==> config.mk <==
export PLATFORM = sky130hd
export DESIGN_NAME = qpu_exu_qtime_ctrl
export DESIGN_NICKNAME = d
export VERILOG_FILES = /design/src/rtl/qpu_exu_qtime_ctrl_pkg.sv /design/src/rtl/qpu_exu_qtime_ctrl_qtq_fifo.sv /design/src/rtl/qpu_exu_qtime_ctrl.sv
export SDC_FILE = /design/constraint.sdc
export NUM_CORES = 1
export LEC_CHECK = 0
export BUFFER_PORTS_ARGS = -buffer_cell sky130_fd_sc_hd__buf_2
export CAP_MARGIN = 20
export CELL_PAD_IN_SITES_DETAIL_PLACEMENT = 1
export CELL_PAD_IN_SITES_GLOBAL_PLACEMENT = 2
export CORE_UTILIZATION = 30
export CTS_BUF_LIST = sky130_fd_sc_hd__clkbuf_4
export DETAILED_ROUTE_END_ITERATION = 10
export GPL_ROUTABILITY_DRIVEN = 0
export PLACE_DENSITY_LB_ADDON = 0.12
export SKIP_LAST_GASP = 1
export SLEW_MARGIN = 40
export SYNTH_ARGS = -nofsm -noshare
export SYNTH_HDL_FRONTEND = slang
export SYNTH_SLANG_ARGS = --single-unit
==> constraint.sdc <==
create_clock -name clk -period 5.5 [get_ports clk]
set_clock_uncertainty 0.1 [all_clocks]
set_input_delay 0.275 -clock clk [delete_from_list [all_inputs] [get_ports clk]]
set_output_delay 0.275 -clock clk [all_outputs]
set_load 0.02 [all_outputs]
==> src/rtl/qpu_exu_qtime_ctrl_pkg.sv <==
// ---------------------------------------------------------------------------
// qpu_exu_qtime_ctrl_pkg
// Purpose : shared constants and helpers for the quantum timing controller.
//           Holds the default widths and depth used as parameter defaults.
//           Also holds the decode of decoder flags into an operation kind.
// Ports   : none (package)
// ---------------------------------------------------------------------------
package qpu_exu_qtime_ctrl_pkg;

    localparam int QPU_INSTR_SIZE  = 32;
    localparam int QPU_QTIME_WIDTH = 32;
    localparam int QPU_QTQ_DEPTH   = 4;
    localparam int QPU_QMEAS_W     = 4;

    typedef enum logic [1:0] {
        QOP_QUEUED = 2'd0,   // SMIS / QI / measure: goes through the timing queue
        QOP_WAIT   = 2'd1,   // QWAIT: only advances the timepoint
        QOP_FMR    = 2'd2    // FMR: handshake only, waits for quiescence
    } qop_kind_e;

    // FMR wins over QWAIT when both decoder flags are raised.
    function automatic qop_kind_e qop_decode(input logic new_timepoint, input logic fmr);
        qop_kind_e kind;
        if (fmr) begin
            kind = QOP_FMR;
        end else if (new_timepoint) begin
            kind = QOP_WAIT;
        end else begin
            kind = QOP_QUEUED;
        end
        return kind;
    endfunction

endpackage

==> src/rtl/qpu_exu_qtime_ctrl_qtq_fifo.sv <==
// ---------------------------------------------------------------------------
// qpu_qtq_fifo
// Purpose : synchronous FIFO holding timed quantum operations.
//           The head word is read combinationally so the due compare can
//           look at it in the same cycle.
// Ports   : clk, rst_n       clock / async active-low reset
//           i_push, i_data   write one entry (ignored when full)
//           i_pop            drop the head entry (ignored when empty)
//           o_full, o_empty  occupancy flags
//           o_count          current number of entries
//           o_head           entry at the head of the queue
// ---------------------------------------------------------------------------
module qpu_qtq_fifo #(
    parameter int W     = 65,
    parameter int DEPTH = 4
) (
    input  logic                       clk,
    input  logic                       rst_n,
    input  logic                       i_push,
    input  logic [W-1:0]               i_data,
    input  logic                       i_pop,
    output logic                       o_full,
    output logic                       o_empty,
    output logic [$clog2(DEPTH):0]     o_count,
    output logic [W-1:0]               o_head
);

    localparam int AW = $clog2(DEPTH);

    // Pointers carry one extra wrap bit so full and empty are distinguishable.
    logic [AW:0]  r_wr_ptr;
    logic [AW:0]  r_rd_ptr;
    logic [W-1:0] r_mem [DEPTH];
    logic         w_do_push;
    logic         w_do_pop;

    assign o_count   = r_wr_ptr - r_rd_ptr;
    assign o_full    = (o_count == (AW+1)'(DEPTH));
    assign o_empty   = (r_wr_ptr == r_rd_ptr);
    assign w_do_push = i_push & ~o_full;
    assign w_do_pop  = i_pop & ~o_empty;
    assign o_head    = r_mem[r_rd_ptr[AW-1:0]];

    // Storage carries no reset; only the pointers decide what is valid.
    always_ff @(posedge clk) begin
        if (w_do_push) begin
            r_mem[r_wr_ptr[AW-1:0]] <= i_data;
        end
    end

    always_ff @(posedge clk or negedge rst_n) begin
        if (!rst_n) begin
            r_wr_ptr <= '0;
            r_rd_ptr <= '0;
        end else begin
            if (w_do_push) begin
                r_wr_ptr <= r_wr_ptr + (AW+1)'(1);
            end
            if (w_do_pop) begin
                r_rd_ptr <= r_rd_ptr + (AW+1)'(1);
            end
        end
    end

endmodule

==> src/rtl/qpu_exu_qtime_ctrl.sv <==
// ---------------------------------------------------------------------------
// qpu_exu_qtime_ctrl
// Purpose : timing controller for quantum ops leaving the EXU decoder.
//           QWAIT advances the program timepoint. Other quantum ops are queued
//           with their timepoint and issued once the wall clock reaches it.
//           FMR is held until the queue is empty and no measurement is
//           outstanding.
// Ports   : clk, rst_n                 clock / async active-low reset
//           i_valid, o_ready           dispatch handshake
//           i_instr                    instruction word
//           i_new_timepoint, i_wait    QWAIT flag and cycle count
//           i_measure, i_fmr           measurement / FMR flags
//           i_meas_done                one measurement result returned
//           o_issue_valid/instr/time/measure/late   registered issue port
//           o_busy                     queue non-empty or measurements pending
// ---------------------------------------------------------------------------
module qpu_exu_qtime_ctrl
    import qpu_exu_qtime_ctrl_pkg::*;
#(
    parameter int TIME_W = QPU_QTIME_WIDTH,
    parameter int OP_W   = QPU_INSTR_SIZE,
    parameter int DEPTH  = QPU_QTQ_DEPTH,
    parameter int MEAS_W = QPU_QMEAS_W
) (
    input  logic              clk,
    input  logic              rst_n,
    input  logic              i_valid,
    output logic              o_ready,
    input  logic [OP_W-1:0]   i_instr,
    input  logic              i_new_timepoint,
    input  logic [TIME_W-1:0] i_wait,
    input  logic              i_measure,
    input  logic              i_fmr,
    input  logic              i_meas_done,
    output logic              o_issue_valid,
    output logic [OP_W-1:0]   o_issue_instr,
    output logic [TIME_W-1:0] o_issue_time,
    output logic              o_issue_measure,
    output logic              o_late,
    output logic              o_busy
);

    localparam int EW = OP_W + TIME_W + 1;
    localparam int CW = $clog2(DEPTH) + 1;

    logic [TIME_W-1:0] r_sys_time;
    logic [TIME_W-1:0] r_tp_time;
    logic [MEAS_W-1:0] r_meas_cnt;

    qop_kind_e         w_kind;
    logic              w_accept;
    logic              w_push;
    logic              w_pop;
    logic              w_full;
    logic              w_empty;
    logic [CW-1:0]     w_count;
    logic [EW-1:0]     w_head;
    logic [OP_W-1:0]   w_head_instr;
    logic [TIME_W-1:0] w_head_time;
    logic              w_head_meas;
    logic [TIME_W-1:0] w_diff;
    logic              w_due;
    logic              w_meas_zero;
    logic              w_meas_sat;
    logic [MEAS_W-1:0] w_meas_next;
    logic              w_q_nonempty_next;

    assign w_kind      = qop_decode(i_new_timepoint, i_fmr);
    assign w_meas_zero = (r_meas_cnt == '0);
    assign w_meas_sat  = &r_meas_cnt;

    // Ready is a function of the offered type and state only, never i_valid.
    // A registered issue still in flight counts as activity for FMR.
    always_comb begin
        o_ready = 1'b1;
        case (w_kind)
            QOP_WAIT:   o_ready = 1'b1;
            QOP_FMR:    o_ready = w_empty & w_meas_zero & ~o_issue_valid;
            default:    o_ready = ~w_full;
        endcase
    end

    assign w_accept = i_valid & o_ready;
    assign w_push   = w_accept & (w_kind == QOP_QUEUED);

    qpu_qtq_fifo #(
        .W     (EW),
        .DEPTH (DEPTH)
    ) u_qtq_fifo (
        .clk     (clk),
        .rst_n   (rst_n),
        .i_push  (w_push),
        .i_data  ({i_instr, r_tp_time, i_measure}),
        .i_pop   (w_pop),
        .o_full  (w_full),
        .o_empty (w_empty),
        .o_count (w_count),
        .o_head  (w_head)
    );

    assign {w_head_instr, w_head_time, w_head_meas} = w_head;

    // Wrap-safe "sys_time >= head_time": valid while the two are within
    // half the counter range of each other.
    assign w_diff = r_sys_time - w_head_time;
    assign w_due  = ~w_empty & ~w_diff[TIME_W-1] & ~(w_head_meas & w_meas_sat);
    assign w_pop  = w_due;

    // A measure issue and a returned result in the same cycle cancel out.
    always_comb begin
        w_meas_next = r_meas_cnt;
        if (w_due & w_head_meas & i_meas_done) begin
            w_meas_next = r_meas_cnt;
        end else if (w_due & w_head_meas) begin
            if (!w_meas_sat) begin
                w_meas_next = r_meas_cnt + MEAS_W'(1);
            end
        end else if (i_meas_done & ~w_meas_zero) begin
            w_meas_next = r_meas_cnt - MEAS_W'(1);
        end
    end

    // Queue occupancy after this edge, so o_busy tracks the queue with one
    // register stage and no extra lag.
    assign w_q_nonempty_next = w_push | (~w_empty & ~(w_pop & (w_count == CW'(1))));

    always_ff @(posedge clk or negedge rst_n) begin
        if (!rst_n) begin
            r_sys_time      <= '0;
            r_tp_time       <= '0;
            r_meas_cnt      <= '0;
            o_busy          <= 1'b0;
            o_issue_valid   <= 1'b0;
            o_issue_instr   <= '0;
            o_issue_time    <= '0;
            o_issue_measure <= 1'b0;
            o_late          <= 1'b0;
        end else begin
            r_sys_time <= r_sys_time + TIME_W'(1);
            if (w_accept && (w_kind == QOP_WAIT)) begin
                r_tp_time <= r_tp_time + i_wait;
            end
            r_meas_cnt    <= w_meas_next;
            o_busy        <= w_q_nonempty_next | (w_meas_next != '0);
            o_issue_valid <= w_due;
            if (w_due) begin
                o_issue_instr   <= w_head_instr;
                o_issue_time    <= w_head_time;
                o_issue_measure <= w_head_meas;
                o_late          <= |w_diff;
            end
        end
    end

endmodule
==> results.py, run 1 <==
metrics = {
    "pwr": {
        "irDropWorstVdd_v": 0.000243,
        "switching_share_pct": 38.2,
        "clockPowerShare_pct": 22.9,
        "switching_power_mw": 4.75,
        "p_leak_nw": 9.19,
        "comb_power_share_pct": 41.1,
        "p_per_area_nw_per_um2": 533,
        "seqPwrFrac_pct": 36.0,
        "p_int_mw": 7.70,
    },
    "placed_design": {
        "io_buffers": 139,
        "placed_cells": 2308,
        "hpwl_mm": 35.2,
        "pre_cts_ws_ns": 0.599,
    },
    "clock_tree": {
        "htreeDepth": 3,
        "cts_tree": "done",
        "ctsResizeCount": 0,
        "clkSinkCount": 402,
        "root_buffer": "clkbuf_4",
        "cts_made_buffers": 110,
        "cts_setup_buffers": 0,
        "clkLatencyLatePin_ns": 0.88,
        "cts_buffer_depth": 3,
        "clkTransAtPathRegs_ns": 0.07,
        "hold_buffers": 116,
    },
    "global_routing": {
        "grt_pass1_wl_mm": 79.9,
        "grt_pass1_vias": 13681,
        "antenna_found_initial": 3,
        "grt_max_degree": 93,
        "grt-ovfl-total": 0,
        "track_usage_pct": 16.5,
    },
    "die": {
        "start_util_pct": 30.4,
        "row_count": 91,
        "die-area_um2": 63700,
        "core_um2": 61800,
        "die_y_um": 252,
        "die-width_um": 252,
        "num_io_pins": 140,
    },
    "sta": {
        "tightest_slew_ns": 0.848,
        "fmax_mhz": 210,
        "timing.hold.ws_ns": 0.0841,
        "finalMaxSlewViolations": 0,
        "relSlewSlack_pct": 43.4,
        "hold_violations": 0,
        "tns_ns": 0,
        "rsz0062_at_grt": "no",
        "finalSetupViolations": 0,
        "finalCritPeriodShare_pct": 86.5,
        "fin_crit_ns": 4.75,
        "finalWorstSetupSlack_ns": 0.745,
    },
    "critical_path": {
        "end_kind": "flop",
        "reg2reg_depth": 13,
        "required_ns": 6.14,
        "crit_type": "reg2reg",
        "cp_max_fo": 27,
        "crit_path_start_kind": "flop",
        "crit_arrival_ns": 5.40,
    },
    "status": {
        "status": "complete, no violations",
    },
    "min_path": {
        "hold_class": "in2reg",
        "hold_depth": 2,
    },
    "route": {
        "via_count": 12525,
        "detail-route-antenna-nets": 0,
        "vias_per_cell": 4.76,
        "dr.pass1.iters": 4,
        "detail_route.iter0.violations": 533,
        "drc_errors": 0,
        "wl_mm": 51.1,
        "wire_per_inst_um": 19.4,
    },
    "synthesis": {
        "synth_nets": 1498,
        "synth_ff_type": "edfxtp_1",
        "synth-edff-count": 260,
        "synth_cell_type_count": 91,
        "synth_area_per_cell_um2": 13.9,
        "synth_area_um2": 18800,
        "ys_seq_elements": 402,
        "synthArstFlopShare_pct": 35.3,
        "syn_inst": 1352,
        "yosysWarnings": 0,
        "yosysSeqAreaShare_pct": 60.4,
    },
    "layout": {
        "finalNetCount": 1845,
        "finalNonFillerCells": 2629,
        "drive_gt1_share_pct": 27.4,
        "syn_to_final_growth_pct": 24.2,
    },
    "run": {
        "maxCapViolCount": 0,
    },
}
==> layout by cell type, fill, tap and decap left out, types with 7 or more instances in the layout <==
master / instances
a21o_1: 22
o31ai_1: 10
or3_1: 8
mux2_2: 40
nand3_1: 34
and3_1: 12
xnor2_1: 46
nand4_1: 17
xor2_1: 27
buf_4: 16
dlygate4sd3_1: 115
nor3b_1: 10
nand2b_1: 12
o211ai_1: 11
mux4_2: 65
a21oi_1: 48
a31oi_1: 8
buf_2: 138
clkinv_1: 18
clkbuf_4: 170
buf_12: 8
inv_1: 65
clkinv_2: 7
nor3_1: 13
dfrtp_1: 140
edfxtp_1: 260
nand2_1: 116
o21ai_0: 90
nor2_1: 36
o21a_1: 10
ha_1: 72
a211oi_1: 8
==> final timing paths <==
path,from,slack [ns],endpoint
max reg2reg,u_qtq_fifo.r_rd_ptr[0],0.75,o_busy
min,i_instr[25],0.08,u_qtq_fifo.r_mem[0][58]
min reg2reg,o_issue_time[14],0.37,o_issue_time[14]
max in group asynchronous,rst_n,4.28,u_qtq_fifo.r_rd_ptr[0]
max,u_qtq_fifo.r_rd_ptr[0],0.75,o_busy
min in group asynchronous,rst_n,0.43,r_tp_time[25]
==> worst max-delay path: stages, from the launching register on <==
cell	delay, ns
dfrtp_4	0.77
buf_4	0.41
mux4_2	0.55
inv_1	0.14
ha_1	0.32
inv_1	0.14
o21ai_0	0.11
o22ai_1	0.45
o21ai_1	0.23
nor3_4	0.34
or3_4	0.22
o22ai_1	0.07
o221a_1	0.26
or4b_1	0.52
==> synth_stat cells (6+ instances only) <==
cell | count | area [µm²]
or3_1 | 8 | 50.1
nand4_1 | 17 | 106
a31oi_1 | 8 | 50.1
nor3_1 | 13 | 65.1
nand2b_1 | 12 | 75.1
a211oi_1 | 8 | 60.1
and2_1 | 10 | 62.6
buf_1 | 7 | 26.3
clkbuf_1 | 27 | 101
a21oi_1 | 48 | 240
xnor2_1 | 46 | 403
inv_1 | 65 | 244
o211ai_1 | 11 | 82.6
a21o_1 | 22 | 165
nand3_1 | 34 | 170
mux2_2 | 40 | 450
nor3b_1 | 10 | 75.1
nand2_1 | 116 | 435
o21ai_0 | 90 | 450
and3_1 | 12 | 75.1
dfrtp_1 | 142 | 3550
xor2_1 | 27 | 236
o31ai_1 | 10 | 75.1
nor2_1 | 36 | 135
edfxtp_1 | 260 | 7810
buf_2 | 6 | 30.0
o21a_1 | 10 | 75.1
ha_1 | 72 | 901
mux4_2 | 65 | 1460
==> per-stage QoR <==
stage	power (mW)	util (%)	cell area, µm²
final	12.4	37.8	23400
after global routing	13.4	37.8	23400
after global placement	9.53	33.4	20700
after detailed placement	9.56	33.4	20700
after floorplan	7.86	-	18800
after CTS	12.7	37.8	23400
==> registers in the layout, summed over array words and instances, names as in the netlist <==
signal / count
r_sys_time: 32
o_late: 1
o_busy: 1
r_meas_cnt: 4
o_issue_valid: 1
u_qtq_fifo.r_mem: 260
r_tp_time: 32
o_issue_instr: 32
o_issue_measure: 1
o_issue_time: 32
u_qtq_fifo.r_wr_ptr: 3
u_qtq_fifo.r_rd_ptr: 3
==> power groups by stage <==
| stage | sequential, mW | clock (mW) | combinational [mW] |
|---|---|---|---|
| after detailed placement | 4.57 | 0 | 4.99 |
| final | 4.48 | 2.85 | 5.11 |
| after floorplan | 4.61 | 0 | 3.25 |
| after global placement | 4.54 | 0 | 4.99 |
| after CTS | 4.51 | 2.99 | 5.22 |
| after global routing | 4.58 | 3.12 | 5.65 |
==> layer usage <==
layer	vias up	GRT usage, %	share of wire, %
met5	-	0	0.025
met4	2	6.08	2.1
met3	82	2.84	3.2
met2	206	26.7	47
met1	6293	22.1	47
li1	5942	-	-
==> logic make-up (layout without fill, tap and decap cells) <==
group	count (synthesis)	after routing	share of synthesized area, %
simple gates	302	302	8.13
other cells	0	1	0
mux	110	110	10.5
buf+inv	109	548	2.34
flops	402	402	60.4
xor+xnor	73	73	3.40
compound gates	281	281	10.2
fa+ha+maj	75	75	5.11
==> layout make-up <==
| cell class | instances | area (µm²) |
|---|---|---|
| timing repair buffer | 279 | 2160 |
| antenna | 1 | 2.50 |
| fill | 6557 | 38500 |
| multi-input combinational | 841 | 7020 |
| clock buffer | 170 | 1280 |
| sequential | 402 | 11400 |
| clock inverter | 34 | 244 |
| tap | 837 | 1050 |
| inverter | 65 | 244 |
No activity file was read; power rests on OpenSTA's default activity.
==> run 2: changes to the inputs <==
CELL_PAD_IN_SITES_GLOBAL_PLACEMENT = 1   (was 2)
CORE_MARGIN = 2   (was default)
==> results.py, run 2 (synthesis gave the netlist of run 1 again) <==
metrics = {
    "critical_path": {
        "crit_path_start_kind": "flop",
        "reg2reg_from": "u_qtq_fifo.r_rd_ptr[0]",
        "cp_max_fo": 21,
        "cpPeakStageDelay_ns": 0.71,
        "r2r_setup_slack_ns": 0.80,
        "critPathLaunch": "u_qtq_fifo.r_rd_ptr[0]",
        "end_kind": "flop",
        "r2r-end": "o_late",
        "crit_chain": "mux4_2 -> ha_1 -> inv_1 -> fa_1 -> a211oi_1 -> o21ai_0 -> nand2_1 -> o41ai_1 -> mux2_2 -> nor4_1 -> nand4_1 -> a2111oi_0 -> a21oi_1",
        "cpMaxStageDelayCell": "dfrtp_4",
        "required_ns": 6.10,
        "crit_type": "reg2reg",
        "crit_arrival_ns": 5.30,
        "reg2reg_depth": 13,
    },
    "die": {
        "row_count": 91,
        "start_util_pct": 30.4,
        "num_io_pins": 140,
        "die-width_um": 254,
        "die-area_um2": 64700,
        "die_y_um": 254,
        "core_um2": 61800,
    },
    "layout": {
        "final_cell_mix": "edfxtp_1 (260), clkbuf_4 (162), dfrtp_1 (140)",
        "drive_gt1_share_pct": 27.1,
        "largest_reg_flops": 260,
        "syn_to_final_growth_pct": 23.8,
        "finalNetCount": 1837,
        "final_area_um2": 23300,
        "layout_commonest_cell": "edfxtp_1",
        "fill_cells": 6605,
    },
    "sta": {
        "finalMaxSlewViolations": 0,
        "fin_crit_ns": 4.70,
        "tns_ns": 0,
        "relSlewSlack_pct": 56.1,
        "timing.hold.ws_ns": 0.0970,
        "finalSetupViolations": 0,
        "hold_violations": 0,
        "finalWorstSetupSlack_ns": 0.801,
        "tightest_slew_ns": 0.651,
        "finalCritPeriodShare_pct": 85.4,
        "rsz0062_at_grt": "no",
        "fmax_mhz": 213,
    },
    "placed_design": {
        "pre_cts_ws_ns": 0.715,
        "hpwl_mm": 34.8,
        "place_area_um2": 20700,
        "io_buffers": 139,
    },
    "status": {
        "status": "complete, no violations",
    },
    "global_routing": {
        "met2_usage_pct": 25.6,
        "antenna_found_initial": 2,
        "grt_pass1_vias": 13643,
        "gr-usage-met3_pct": 3.21,
        "use_met1_pct": 21.5,
        "grt-ovfl-total": 0,
        "track_usage_pct": 16.0,
        "grt_pass1_wl_mm": 78.7,
        "gr-max-usage-layer": "met2",
        "grt_max_degree": 82,
    },
    "route": {
        "wire_per_inst_um": 19.2,
        "drc_errors": 0,
        "dr.pass1.iters": 4,
        "detail-route-antenna-nets": 0,
        "vias_per_cell": 4.75,
        "detail_route.iter0.violations": 531,
        "via_count": 12460,
        "wl_mm": 50.4,
    },
    "clock_tree": {
        "cts_setup_buffers": 0,
        "htreeDepth": 3,
        "cts_tree": "done",
        "cts_buffer_depth": 3,
        "clkLatencyLatePin_ns": 0.85,
        "clkTransAtPathRegs_ns": 0.06,
        "clkSinkCount": 402,
        "root_buffer": "clkbuf_4",
        "cts_made_buffers": 110,
    },
    "min_path": {
        "hold_depth": 2,
        "hp-start": "i_instr[3]",
        "hold_path_end": "u_qtq_fifo.r_mem[2][36]",
        "hold_class": "in2reg",
    },
    "pwr": {
        "irDropWorstVdd_v": 0.000376,
        "p_per_area_nw_per_um2": 534,
        "p_leak_nw": 9.13,
    },
    "run": {
        "maxCapViolCount": 0,
    },
}
## run 2: changes by cell type in the layout (fill, tap and decap cells not counted), sizes merged
cell         before  now
bufinv            2    3
buf             164  167
clkinv           28   37
clkinvlp          0    1
dlygate4sd3     115  104
clkbuf          170  162
## run 2: final cells by class
| class | instances | area, µm² | area share [%] |
|---|---|---|---|
| Timing Repair Buffer | 271 | 2090 | 8.98 |
| Sequential cell | 402 | 11400 | 48.8 |
| Clock inverter | 45 | 293 | 1.26 |
| Tap cell | 837 | 1050 | 4.50 |
| Clock buffer | 162 | 1220 | 5.23 |
| Antenna cell | 1 | 2.50 | 0.0108 |
| Multi-Input combinational cell | 841 | 7020 | 30.1 |
| Inverter | 65 | 244 | 1.05 |
## run 2: repair_timing
action | 4_1_cts | 5_1_grt
hold endpoints to repair | 240 | 0
hold buffers | 105 | 0
resized for setup | 0 | 0
## run 2: how the worst max path moves through the flow
stage              to  slack (ns)  depth (start not counted)
2_1_floorplan  o_busy        0.82                         15
3_5_place_dp   o_busy        0.72                         12
4_1_cts        o_busy        0.73                         12
5_1_grt        o_late        0.48                         13
3_3_place_gp   o_busy        0.76                         12
6_report       o_late        0.80                         13
## run 2: report_power, final
part           internal [mW]  total, mW  switching [mW]
registers               3.95       4.48           0.528
clock network           1.51       2.82            1.31
logic                   2.22       5.12            2.90
total                   7.68       12.4            4.73
## run 2: critical path: cells and delay by family, from the launching register on
family                   cells  cell delay, ns
adder cells (fa/ha/maj)      2            0.46
AO/OA/AOI/OAI                5            1.64
AND/OR/NAND/NOR              3            0.60
multiplexers                 2            0.99
buffers and inverters        1            0.07
flip-flops                   1            0.71
## run 2: per-stage QoR
stage | utilization, % | total power, mW | cells
3_5_place_dp | 33.5 | 9.55 | 2311
4_1_cts | 37.6 | 12.7 | 2623
6_report | 37.6 | 12.4 | 2624
5_1_grt | 37.6 | 13.4 | 2624
3_3_place_gp | 33.4 | 9.50 | 2309
2_1_floorplan | - | 7.86 | 1352
## run 2: layer usage
metal / vias up / part of all wire (%)
met5: - / 0
met4: 0 / 1.7
met3: 57 / 4.2
met2: 214 / 47
met1: 6263 / 47
li1: 5926 / -
